[config.mk]
export PLATFORM = sky130hd
export DESIGN_NAME = stack_unit_flat
export DESIGN_NICKNAME = d
export VERILOG_FILES = /design/src/rtl/stack_unit_pkg.sv /design/src/rtl/stack_unit_if.sv /design/src/rtl/stack_unit_sp_counter.sv /design/src/rtl/stack_unit.sv /design/src/flat_wrapper.sv
export SDC_FILE = /design/constraint.sdc
export NUM_CORES = 1
export LEC_CHECK = 0
export ABC_AREA = 1
export BUFFER_PORTS_ARGS = -buffer_cell sky130_fd_sc_hd__buf_2
export CORE_UTILIZATION = 25
export DETAILED_ROUTE_END_ITERATION = 8
export PLACE_DENSITY = 0.53
export SLEW_MARGIN = 20
export SYNTH_ARGS = -nofsm -noshare
export SYNTH_HDL_FRONTEND = slang
export SYNTH_SLANG_ARGS = --single-unit
[constraint.sdc]
create_clock -name CLK -period 1.45 [get_ports CLK]
set_input_delay 0.0725 -clock CLK [delete_from_list [all_inputs] [get_ports CLK]]
set_output_delay 0.0725 -clock CLK [all_outputs]
set_load 0.05 [all_outputs]
[src/rtl/stack_unit_pkg.sv]
// Shared types and constants for the stack engine: FSM state encoding,
// OP codes and default page/reset values.
package stack_pkg;

  typedef enum logic [2:0] {
    S_IDLE    = 3'd0,
    S_PUSH_HI = 3'd1,
    S_PUSH_LO = 3'd2,
    S_PULL_LO = 3'd3,
    S_PULL_HI = 3'd4,
    S_FIN     = 3'd5
  } state_t;

  typedef enum logic [1:0] {
    OP_PUSH1 = 2'b00,
    OP_PUSH2 = 2'b01,
    OP_PULL1 = 2'b10,
    OP_PULL2 = 2'b11
  } op_t;

  localparam logic [7:0] STACK_PAGE_DEF = 8'h01;
  localparam logic [7:0] SP_RESET_DEF   = 8'hFF;

  function automatic logic [15:0] stack_addr(input logic [7:0] page, input logic [7:0] s);
    return {page, s};
  endfunction

endpackage

[src/rtl/stack_unit_if.sv]
// Bundle of CPU-side request/response and memory-side signals of the stack engine.
// master: the CPU plus memory side; slave: the stack engine.
interface stack_unit_if;
  logic        START;
  logic [1:0]  OP;
  logic [15:0] DIN;
  logic        WR_SP;
  logic [7:0]  SP_IN;
  logic [7:0]  RDATA;
  logic        BUSY;
  logic        DONE;
  logic [15:0] DOUT;
  logic [7:0]  SP;
  logic [15:0] ADDR;
  logic [7:0]  WDATA;
  logic        WE;
  logic        OVF;

  modport master (
    output START, OP, DIN, WR_SP, SP_IN, RDATA,
    input  BUSY, DONE, DOUT, SP, ADDR, WDATA, WE, OVF
  );

  modport slave (
    input  START, OP, DIN, WR_SP, SP_IN, RDATA,
    output BUSY, DONE, DOUT, SP, ADDR, WDATA, WE, OVF
  );
endinterface

[src/rtl/stack_unit_sp_counter.sv]
// 8-bit stack pointer register: sync reset, load, increment, decrement.
// Load wins; inc and dec are never requested together.
module sp_counter #(
  parameter logic [7:0] SP_RESET = 8'hFF
) (
  input  logic       CLK,
  input  logic       R,
  input  logic       load,
  input  logic [7:0] load_val,
  input  logic       inc,
  input  logic       dec,
  output logic [7:0] sp
);

  always_ff @(posedge CLK) begin
    if (R)        sp <= SP_RESET;
    else if (load) sp <= load_val;
    else if (inc)  sp <= sp + 8'd1;
    else if (dec)  sp <= sp - 8'd1;
  end

endmodule

[src/rtl/stack_unit.sv]
// Stack engine: sequences 1/2-byte pushes and pulls on the stack page.
// Optional sticky wrap flag on OVF when STACK_OVF_EN is defined.
module stack_unit
  import stack_pkg::*;
#(
  parameter logic [7:0] STACK_PAGE = STACK_PAGE_DEF,
  parameter logic [7:0] SP_RESET   = SP_RESET_DEF
) (
  input logic         CLK,
  input logic         R,
  stack_unit_if.slave bus
);

  state_t      state;
  op_t         op_q;
  logic [15:0] din_q;
  logic [7:0]  lo_q;
  logic [15:0] dout;
  logic        busy;
  logic        done;
  logic        we;
  logic [7:0]  sp;
  logic        sp_load;
  logic        sp_inc;
  logic        sp_dec;

  assign sp_load = (state == S_IDLE) && bus.WR_SP;
  assign sp_inc  = (state == S_PULL_LO) || (state == S_PULL_HI);
  assign sp_dec  = (state == S_PUSH_HI) || (state == S_PUSH_LO);

  sp_counter #(.SP_RESET(SP_RESET)) u_sp (
    .CLK      (CLK),
    .R        (R),
    .load     (sp_load),
    .load_val (bus.SP_IN),
    .inc      (sp_inc),
    .dec      (sp_dec),
    .sp       (sp)
  );

  always_ff @(posedge CLK) begin
    if (R) begin
      state <= S_IDLE;
      op_q  <= OP_PUSH1;
      din_q <= 16'h0000;
      lo_q  <= 8'h00;
      dout  <= 16'h0000;
      busy  <= 1'b0;
      done  <= 1'b0;
      we    <= 1'b0;
    end else begin
      done <= 1'b0;
      case (state)
        S_IDLE: begin
          if (!bus.WR_SP && bus.START) begin
            op_q  <= op_t'(bus.OP);
            din_q <= bus.DIN;
            busy  <= 1'b1;
            case (op_t'(bus.OP))
              OP_PUSH1: begin state <= S_PUSH_LO; we <= 1'b1; end
              OP_PUSH2: begin state <= S_PUSH_HI; we <= 1'b1; end
              default:  state <= S_PULL_LO;
            endcase
          end
        end
        S_PUSH_HI: state <= S_PUSH_LO;
        S_PUSH_LO: begin
          state <= S_FIN;
          we    <= 1'b0;
          done  <= 1'b1;
        end
        S_PULL_LO: begin
          // the low byte of a pull2 is held aside so DOUT changes only on completion
          if (op_q == OP_PULL2) begin
            lo_q  <= bus.RDATA;
            state <= S_PULL_HI;
          end else begin
            dout  <= {8'h00, bus.RDATA};
            state <= S_FIN;
            done  <= 1'b1;
          end
        end
        S_PULL_HI: begin
          dout  <= {bus.RDATA, lo_q};
          state <= S_FIN;
          done  <= 1'b1;
        end
        S_FIN: begin
          state <= S_IDLE;
          busy  <= 1'b0;
        end
        default: begin
          state <= S_IDLE;
          busy  <= 1'b0;
          we    <= 1'b0;
        end
      endcase
    end
  end

  always_comb begin
    bus.ADDR = stack_addr(STACK_PAGE, sp);
    if (sp_inc) bus.ADDR = stack_addr(STACK_PAGE, sp + 8'd1);
  end

  assign bus.WDATA = (state == S_PUSH_HI) ? din_q[15:8] : din_q[7:0];
  assign bus.WE    = we;
  assign bus.BUSY  = busy;
  assign bus.DONE  = done;
  assign bus.DOUT  = dout;
  assign bus.SP    = sp;

`ifdef STACK_OVF_EN
  logic ovf;

  always_ff @(posedge CLK) begin
    if (R)            ovf <= 1'b0;
    else if (sp_load) ovf <= 1'b0;
    else if ((sp_dec && sp == 8'h00) || (sp_inc && sp == 8'hFF)) ovf <= 1'b1;
  end

  assign bus.OVF = ovf;
`else
  assign bus.OVF = 1'b0;
`endif

endmodule
[src/flat_wrapper.sv]
// flat-port wrapper written by rule: the top's interface ports become plain ports
module stack_unit_flat import stack_pkg::*;
#(
  parameter logic [7:0] STACK_PAGE = STACK_PAGE_DEF,
  parameter logic [7:0] SP_RESET   = SP_RESET_DEF
)
  (CLK, R, bus_START, bus_OP, bus_DIN, bus_WR_SP, bus_SP_IN, bus_RDATA, bus_BUSY, bus_DONE, bus_DOUT, bus_SP, bus_ADDR, bus_WDATA, bus_WE, bus_OVF);
  stack_unit_if bus_i ();
  input logic CLK;
  input logic R;
  input wire logic [$bits(bus_i.START)-1:0] bus_START;
  input wire logic [$bits(bus_i.OP)-1:0] bus_OP;
  input wire logic [$bits(bus_i.DIN)-1:0] bus_DIN;
  input wire logic [$bits(bus_i.WR_SP)-1:0] bus_WR_SP;
  input wire logic [$bits(bus_i.SP_IN)-1:0] bus_SP_IN;
  input wire logic [$bits(bus_i.RDATA)-1:0] bus_RDATA;
  output wire logic [$bits(bus_i.BUSY)-1:0] bus_BUSY;
  output wire logic [$bits(bus_i.DONE)-1:0] bus_DONE;
  output wire logic [$bits(bus_i.DOUT)-1:0] bus_DOUT;
  output wire logic [$bits(bus_i.SP)-1:0] bus_SP;
  output wire logic [$bits(bus_i.ADDR)-1:0] bus_ADDR;
  output wire logic [$bits(bus_i.WDATA)-1:0] bus_WDATA;
  output wire logic [$bits(bus_i.WE)-1:0] bus_WE;
  output wire logic [$bits(bus_i.OVF)-1:0] bus_OVF;
  assign bus_i.START = bus_START;
  assign bus_i.OP = bus_OP;
  assign bus_i.DIN = bus_DIN;
  assign bus_i.WR_SP = bus_WR_SP;
  assign bus_i.SP_IN = bus_SP_IN;
  assign bus_i.RDATA = bus_RDATA;
  assign bus_BUSY = bus_i.BUSY;
  assign bus_DONE = bus_i.DONE;
  assign bus_DOUT = bus_i.DOUT;
  assign bus_SP = bus_i.SP;
  assign bus_ADDR = bus_i.ADDR;
  assign bus_WDATA = bus_i.WDATA;
  assign bus_WE = bus_i.WE;
  assign bus_OVF = bus_i.OVF;
  stack_unit #(.STACK_PAGE(STACK_PAGE), .SP_RESET(SP_RESET)) u_core (.CLK(CLK), .R(R), .bus(bus_i));
endmodule
==> metrics.txt, run 1 <==
Mean Syn Cell Area 7.08 um2; vias in the first global route 2664; chip height 108 um; layout cells sized above 1 38.6%; DRC violations left 0; core area 0.0109 mm2; Hold Vio Cnt, Final 0; clk slew on worst S/H paths 0.10 ns; All-Layer GR Usage 13.8%; setup TNS -2.75 ns; cell taking the most area after synthesis dfxtp_1; post-route cell area 0.00396 mm2; Top Ports 90; most frequent cells in the layout nand2_1, nor2_1, buf_2; worst reg2reg startpoint u_core.state[0]; GR peak layer met2; fin crit share 111%; placed standard-cell area 0.00342 mm2; drt pass-1 iters 4; Psw 5.04 mW; CP arrival 1.54 ns; data required time of the worst path 1.38 ns; synthesized area 0.00280 mm2; Placer Congestion 0.874; met2 usage 23.3%; largest net degree at the start of global routing 22; Buf/Inv on CP 4; Synthesis Warnings 0; critical setup path kind reg2out; R2R depth 9; Hold Path Depth 3; top cell type's share of synthesized area 40.0%; Worst VDD drop 0.00162 V; setup slack, reg-to-reg -0.08 ns; vias 2899; area grow syn2layout 41.1%; FILL cells 1170; DR iter-0 viols 174; Sw Share 51.2%; min Tclk post-route 1.61 ns; maximum buffer depth of the clock tree 2; hold worst-path end u_core.din_q[8]; antenna violations before repair 0; startpoint types flip-flop; Syn Inst Count 396; CP max FO 14; gr ovfl total 0; register area share after synthesis 40.0%; grt met3 use 3.21%; Slew Limit Fails 0; hold crit path type in2reg; DRT Wirelength 8.09 mm; global-route wire length before repair 12.7 mm; clock root cell clkbuf_8; met1 usage 17.6%; sequential group share of total power 23.9%; number of buffers created by CTS 5; drt via density 4.53; PD cells 2490 mW/mm2; Clock Skew 0.00799 ns; Starting Density 25.8%; Final nets 541; Worst path max stage delay 0.38 ns; failing checks negative setup slack; Max stage delay cell, worst path dfxtp_4; routed len/inst 12.6 um; Std-Cell Rows 38; outcome complete, but fails checks; hold path start bus_DIN[8]; top post-synthesis cells by area dfxtp_1, nand2_1, nor2_1; Pint 4.81 mW; Worst-Skew Late Latency 0.31 ns; die area 0.0116 mm2; width of the die 108 um; # setup viols final 33; Worst setup EP type output port; CTS tree built; Synth cell types 31; flip-flop and latch count after synthesis 56; CP Cell Sequence inv_4 -> nor2_4 -> nand2_2 -> nand2_4 -> buf_12 -> buf_4 -> o21ai_2 -> buf_6; Crit Reg-Reg Endpoint u_core.bus.DOUT[0]; IO buf count 80; Final ANT Viol Nets 0; delay-heaviest family, CP buffers and inverters; Leak 1.79 nW; Comb pwr share 65.4%; final worst-path setup slack -0.165 ns; max-cap viol count 0; ant diodes 0; RSZ-0062 raised after global routing true; clk sinks 56; dpl hpwl 5.63 mm; Clk pwr share 10.7%; H-tree Lvls 2; Fmax 619 MHz
metal layers:
metal  vias up  routed length (um)  share of wire (%)
li1       1475                   -                  -
met1      1321                3700                 46
met2        95                3830                 47
met3         8                 458                5.7
met4         0                  97                1.2
met5         -                   0                  0
worst reg2reg max path, stage by stage (launching register included):
cell and delay (ns):
dfxtp_4 0.39, inv_4 0.04, nor2_4 0.10, nand2_2 0.08
buf_4 0.13, buf_4 0.13, o21ai_4 0.23, buf_6 0.17
o21ai_1 0.06, a31oi_1 0.14
worst max-delay path by stage:
stage / start / to / slack, ns / cells after the start
2_1_floorplan: u_core.u_sp.sp[0] / bus_ADDR[6] / -0.03 / 7
3_3_place_gp: u_core.u_sp.sp[1] / bus_ADDR[6] / 0.04 / 8
3_5_place_dp: u_core.u_sp.sp[1] / bus_ADDR[6] / 0.001 / 8
4_1_cts: u_core.state[0] / bus_WDATA[0] / -0.17 / 6
5_1_grt: u_core.state[0] / bus_ADDR[4] / -0.25 / 9
6_report: u_core.state[0] / bus_ADDR[1] / -0.16 / 8
cells by family after synthesis:
| kind of cell | after synthesis | synth area share, % |
|---|---|---|
| other cells | 2 | 0.268 |
| xor+xnor | 2 | 0.625 |
| fa+ha+maj | 4 | 1.78 |
| flops | 56 | 40.0 |
| compound gates | 88 | 17.2 |
| mux | 8 | 3.21 |
| simple gates | 183 | 26.7 |
| buf+inv | 53 | 10.3 |
Yosys cell counts (all sizes together):
master,instances
buf,20
conb,2
or2,2
a211oi,2
mux2,8
ha,4
o211ai,2
a21oi,22
nand4,1
a31oi,9
xor2,2
nor2,79
dfxtp,56
o21ai,53
nand3,17
clkbuf,4
inv,29
nand2,84
flip-flops by register name, summed over array words and instances, names as in the netlist:
| name | count |
|---|---|
| u_core.bus.BUSY | 1 |
| u_core.bus.DONE | 1 |
| u_core.bus.DOUT | 16 |
| u_core.bus.WE | 1 |
| u_core.din_q | 16 |
| u_core.lo_q | 8 |
| u_core.op_q | 2 |
| u_core.state | 3 |
| u_core.u_sp.sp | 8 |
through the flow:
step	setup slack (ns)	hold slack (ns)	total power [mW]	cells	util [%]
floorplan	-0.0287	0.216	6.42	403	-
global placement	0.0380	0.322	7.58	614	31.5
detailed placement	0.00133	0.338	7.65	614	31.5
CTS	-0.166	0.00423	9.44	629	34.8
global route	-0.252	0.0109	10.5	640	36.3
finish	-0.165	0.00317	9.84	640	36.3
final cells by class:
class,count,area (um2),area share (%)
multi-input cells,294,1610,40.6
flip-flops and latches,56,1150,29.0
inverters,29,125,3.16
clock buffers,5,68.8,1.74
well taps,140,175,4.43
repair buffers,113,786,19.9
clock inverters,3,47.5,1.20
what timing repair did:
item	in CTS	in global routing
cloned	0	2
endpoints found under the setup margin	16	43
buffers inserted	7	9
pin swaps	3	5
hold buffers	0	0
resized for setup	53	45
power groups by stage:
stage	combinational, mW	clock, mW	sequential (mW)
final	6.43	1.06	2.35
after global routing	6.94	1.17	2.40
after CTS	6.03	1.10	2.31
after detailed placement	5.34	0	2.32
after global placement	5.29	0	2.30
after floorplan	3.37	0	3.06
Power figures use the tool's default switching activity.
==> inputs of run 2 (changes only) <==
--- a/config.mk
+++ b/config.mk
@@ -7,9 +7,10 @@
 export LEC_CHECK = 0
 export ABC_AREA = 1
 export BUFFER_PORTS_ARGS = -buffer_cell sky130_fd_sc_hd__buf_2
+export CORE_MARGIN = 2
 export CORE_UTILIZATION = 25
 export DETAILED_ROUTE_END_ITERATION = 8
-export PLACE_DENSITY = 0.53
+export PLACE_DENSITY = 0.54
 export SLEW_MARGIN = 20
 export SYNTH_ARGS = -nofsm -noshare
 export SYNTH_HDL_FRONTEND = slang
==> run 2 against run 1 <==
  * The run ends with negative hold slack, negative setup slack left
  * Die area grew 3.7%
  * Clock-buffer cell count grew 1
  * Critical path depth is the same
  * Sequential power is essentially flat
  * Cell area grew 5.3%
  * Clock power shrank 13%
  * Sequential share of layout area shrank 1.5 points
  * Maximum frequency shrank 1.8%
  * First-iteration DRC count shrank 24%
  * Clock skew shrank 0.00093 ns
==> metrics.txt, run 2 (synthesis gave the netlist of run 1 again) <==
outcome complete, but fails checks; failing checks negative hold slack, negative setup slack; Slew Limit Fails 0 (unchanged); routed len/inst 12.9 um (+2.4%); post-route cell area 0.00417 mm2 (+5.3%); DR iter-0 viols 132 (-24%); max-cap viol count 0 (unchanged); maximum buffer depth of the clock tree 2 (unchanged); vias 2951 (+1.8%); clk slew on worst S/H paths 0.10 ns (about the same); post-layout util 38.3% (+1.9 points); CP arrival 1.57 ns (+0.03 ns); data required time of the worst path 1.38 ns (about the same); gr ovfl total 0 (unchanged); Top Ports 90 (unchanged); Final ANT Viol Nets 0 (unchanged); Starting Density 25.8% (unchanged); Worst VDD drop 0.00204 V (+26%); final std cells w/o fill 652 (+1.9%); vias in the first global route 2648 (-0.60%); setup TNS -3.21 ns (-0.460 ns); hold slack -0.00607 ns (-0.00924 ns); largest net degree at the start of global routing 38 (+73%); RSZ-0062 raised after global routing true; CTS tree built; CP max FO 8 (-6); IO buf count 80 (unchanged); Hold Vio Cnt, Final 1 (+1); Std-Cell Rows 38 (unchanged); delay-heaviest family, CP buffers and inverters; dpl cells 620 (+0.98%); ant diodes 0 (unchanged); Worst setup EP type output port; CP Cell Sequence inv_2 -> nor2_4 -> nand2_2 -> nand2_4 -> buf_8 -> buf_4 -> o21ai_4 -> buf_6; startpoint types flip-flop; Power Total 10.2 mW (+3.4%); number of buffers created by CTS 5 (unchanged); Placer Congestion 0.783 (-10%); most frequent cells in the layout nor2_1, nand2_1, buf_2; H-tree Lvls 2 (unchanged); antenna violations before repair 0 (unchanged); drt via density 4.53 (about the same); Final nets 553 (+2.2%); layout cells sized above 1 40.6% (+2.0 points); Max stage delay cell, worst path dfxtp_2; fin crit share 113% (+2.1 points); chip height 110 um (+1.9%); Leak 1.87 nW (+4.5%); PD cells 2440 mW/mm2 (-1.9%); area grow syn2layout 48.7%; die area 0.0121 mm2 (+3.7%); DRT Wirelength 8.44 mm (+4.3%); DRC violations left 0 (unchanged); critical setup path kind reg2out; final worst-path setup slack -0.195 ns (-0.0304 ns); Buf/Inv on CP 4 (unchanged); Clock Skew 0.00706 ns (-0.000927 ns); width of the die 110 um (+1.9%); Fmax 608 MHz (-1.8%); # setup viols final 25 (-24%); Setup WS pre-CTS -0.00460 ns (-0.00593 ns); placed standard-cell area 0.00347 mm2 (+1.3%); clk sinks 56 (unchanged); Worst-Skew Late Latency 0.31 ns (about the same); hold crit path type in2reg; dpl hpwl 5.55 mm (-1.4%); clock root cell clkbuf_8; drt pass-1 iters 4 (unchanged); commonest non-fill, non-tap cell in the layout nor2_1; min Tclk post-route 1.65 ns (+0.0304 ns); All-Layer GR Usage 13.3% (-0.51 points); global-route wire length before repair 12.7 mm (+0.11%); Worst path max stage delay 0.35 ns (-0.03 ns); core area 0.0109 mm2 (unchanged)
## run 2: metal layers
layer	track usage [%]	vias to the layer above	share of wire, %	wire length [um]
li1	-	1500	-	-
met1	17.6	1356	46	3860
met2	22.2	86	48	4020
met3	2.43	9	5.3	449
met4	3.53	0	1.2	104
met5	0	-	0	0
## run 2: path summary, 6_finish.rpt
kind                 startpoint            endpoint  slack, ns  depth (start not counted)
max             u_core.state[0]         bus_ADDR[3]      -0.20                          8
min                  bus_DIN[4]     u_core.din_q[4]     -0.006                          3
max reg2reg     u_core.state[0]  u_core.bus.DOUT[4]      -0.10                         10
min reg2reg  u_core.bus.DOUT[9]  u_core.bus.DOUT[9]       0.47                          2
## run 2: power breakdown
group          switching, mW  internal [mW]
Clock                  0.537          0.390
Sequential             0.357           1.99
Combinational           4.33           2.57
## run 2: area by class of cell
type,count,area [um2]
clock buffers,6,82.6
clock inverters,2,13.8
fillers,1162,6720
inverters,29,130
multi-input cells,294,1680
flip-flops and latches,56,1150
well taps,140,175
repair buffers,124,937
repair inverters,1,6.26
## run 2: repair_timing
| item | 4_1_cts | 5_1_grt |
|---|---|---|
| hold buffers | 7 | 0 |
| gates cloned | 0 | 2 |
| setup buffers | 7 | 10 |
| resized for setup | 56 | 61 |
| setup endpoints to repair | 24 | 47 |
| pin swaps | 1 | 4 |
| endpoints found under the hold margin | 7 | 0 |
## run 2: worst reg2reg max path: stages (launching register included)
cell	delay [ns]
dfxtp_2	0.37
inv_2	0.05
nor2_4	0.11
nand2_2	0.09
buf_6	0.12
buf_6	0.11
o21ai_4	0.15
buf_12	0.15
clkbuf_16	0.14
o21ai_2	0.04
a31oi_1	0.14
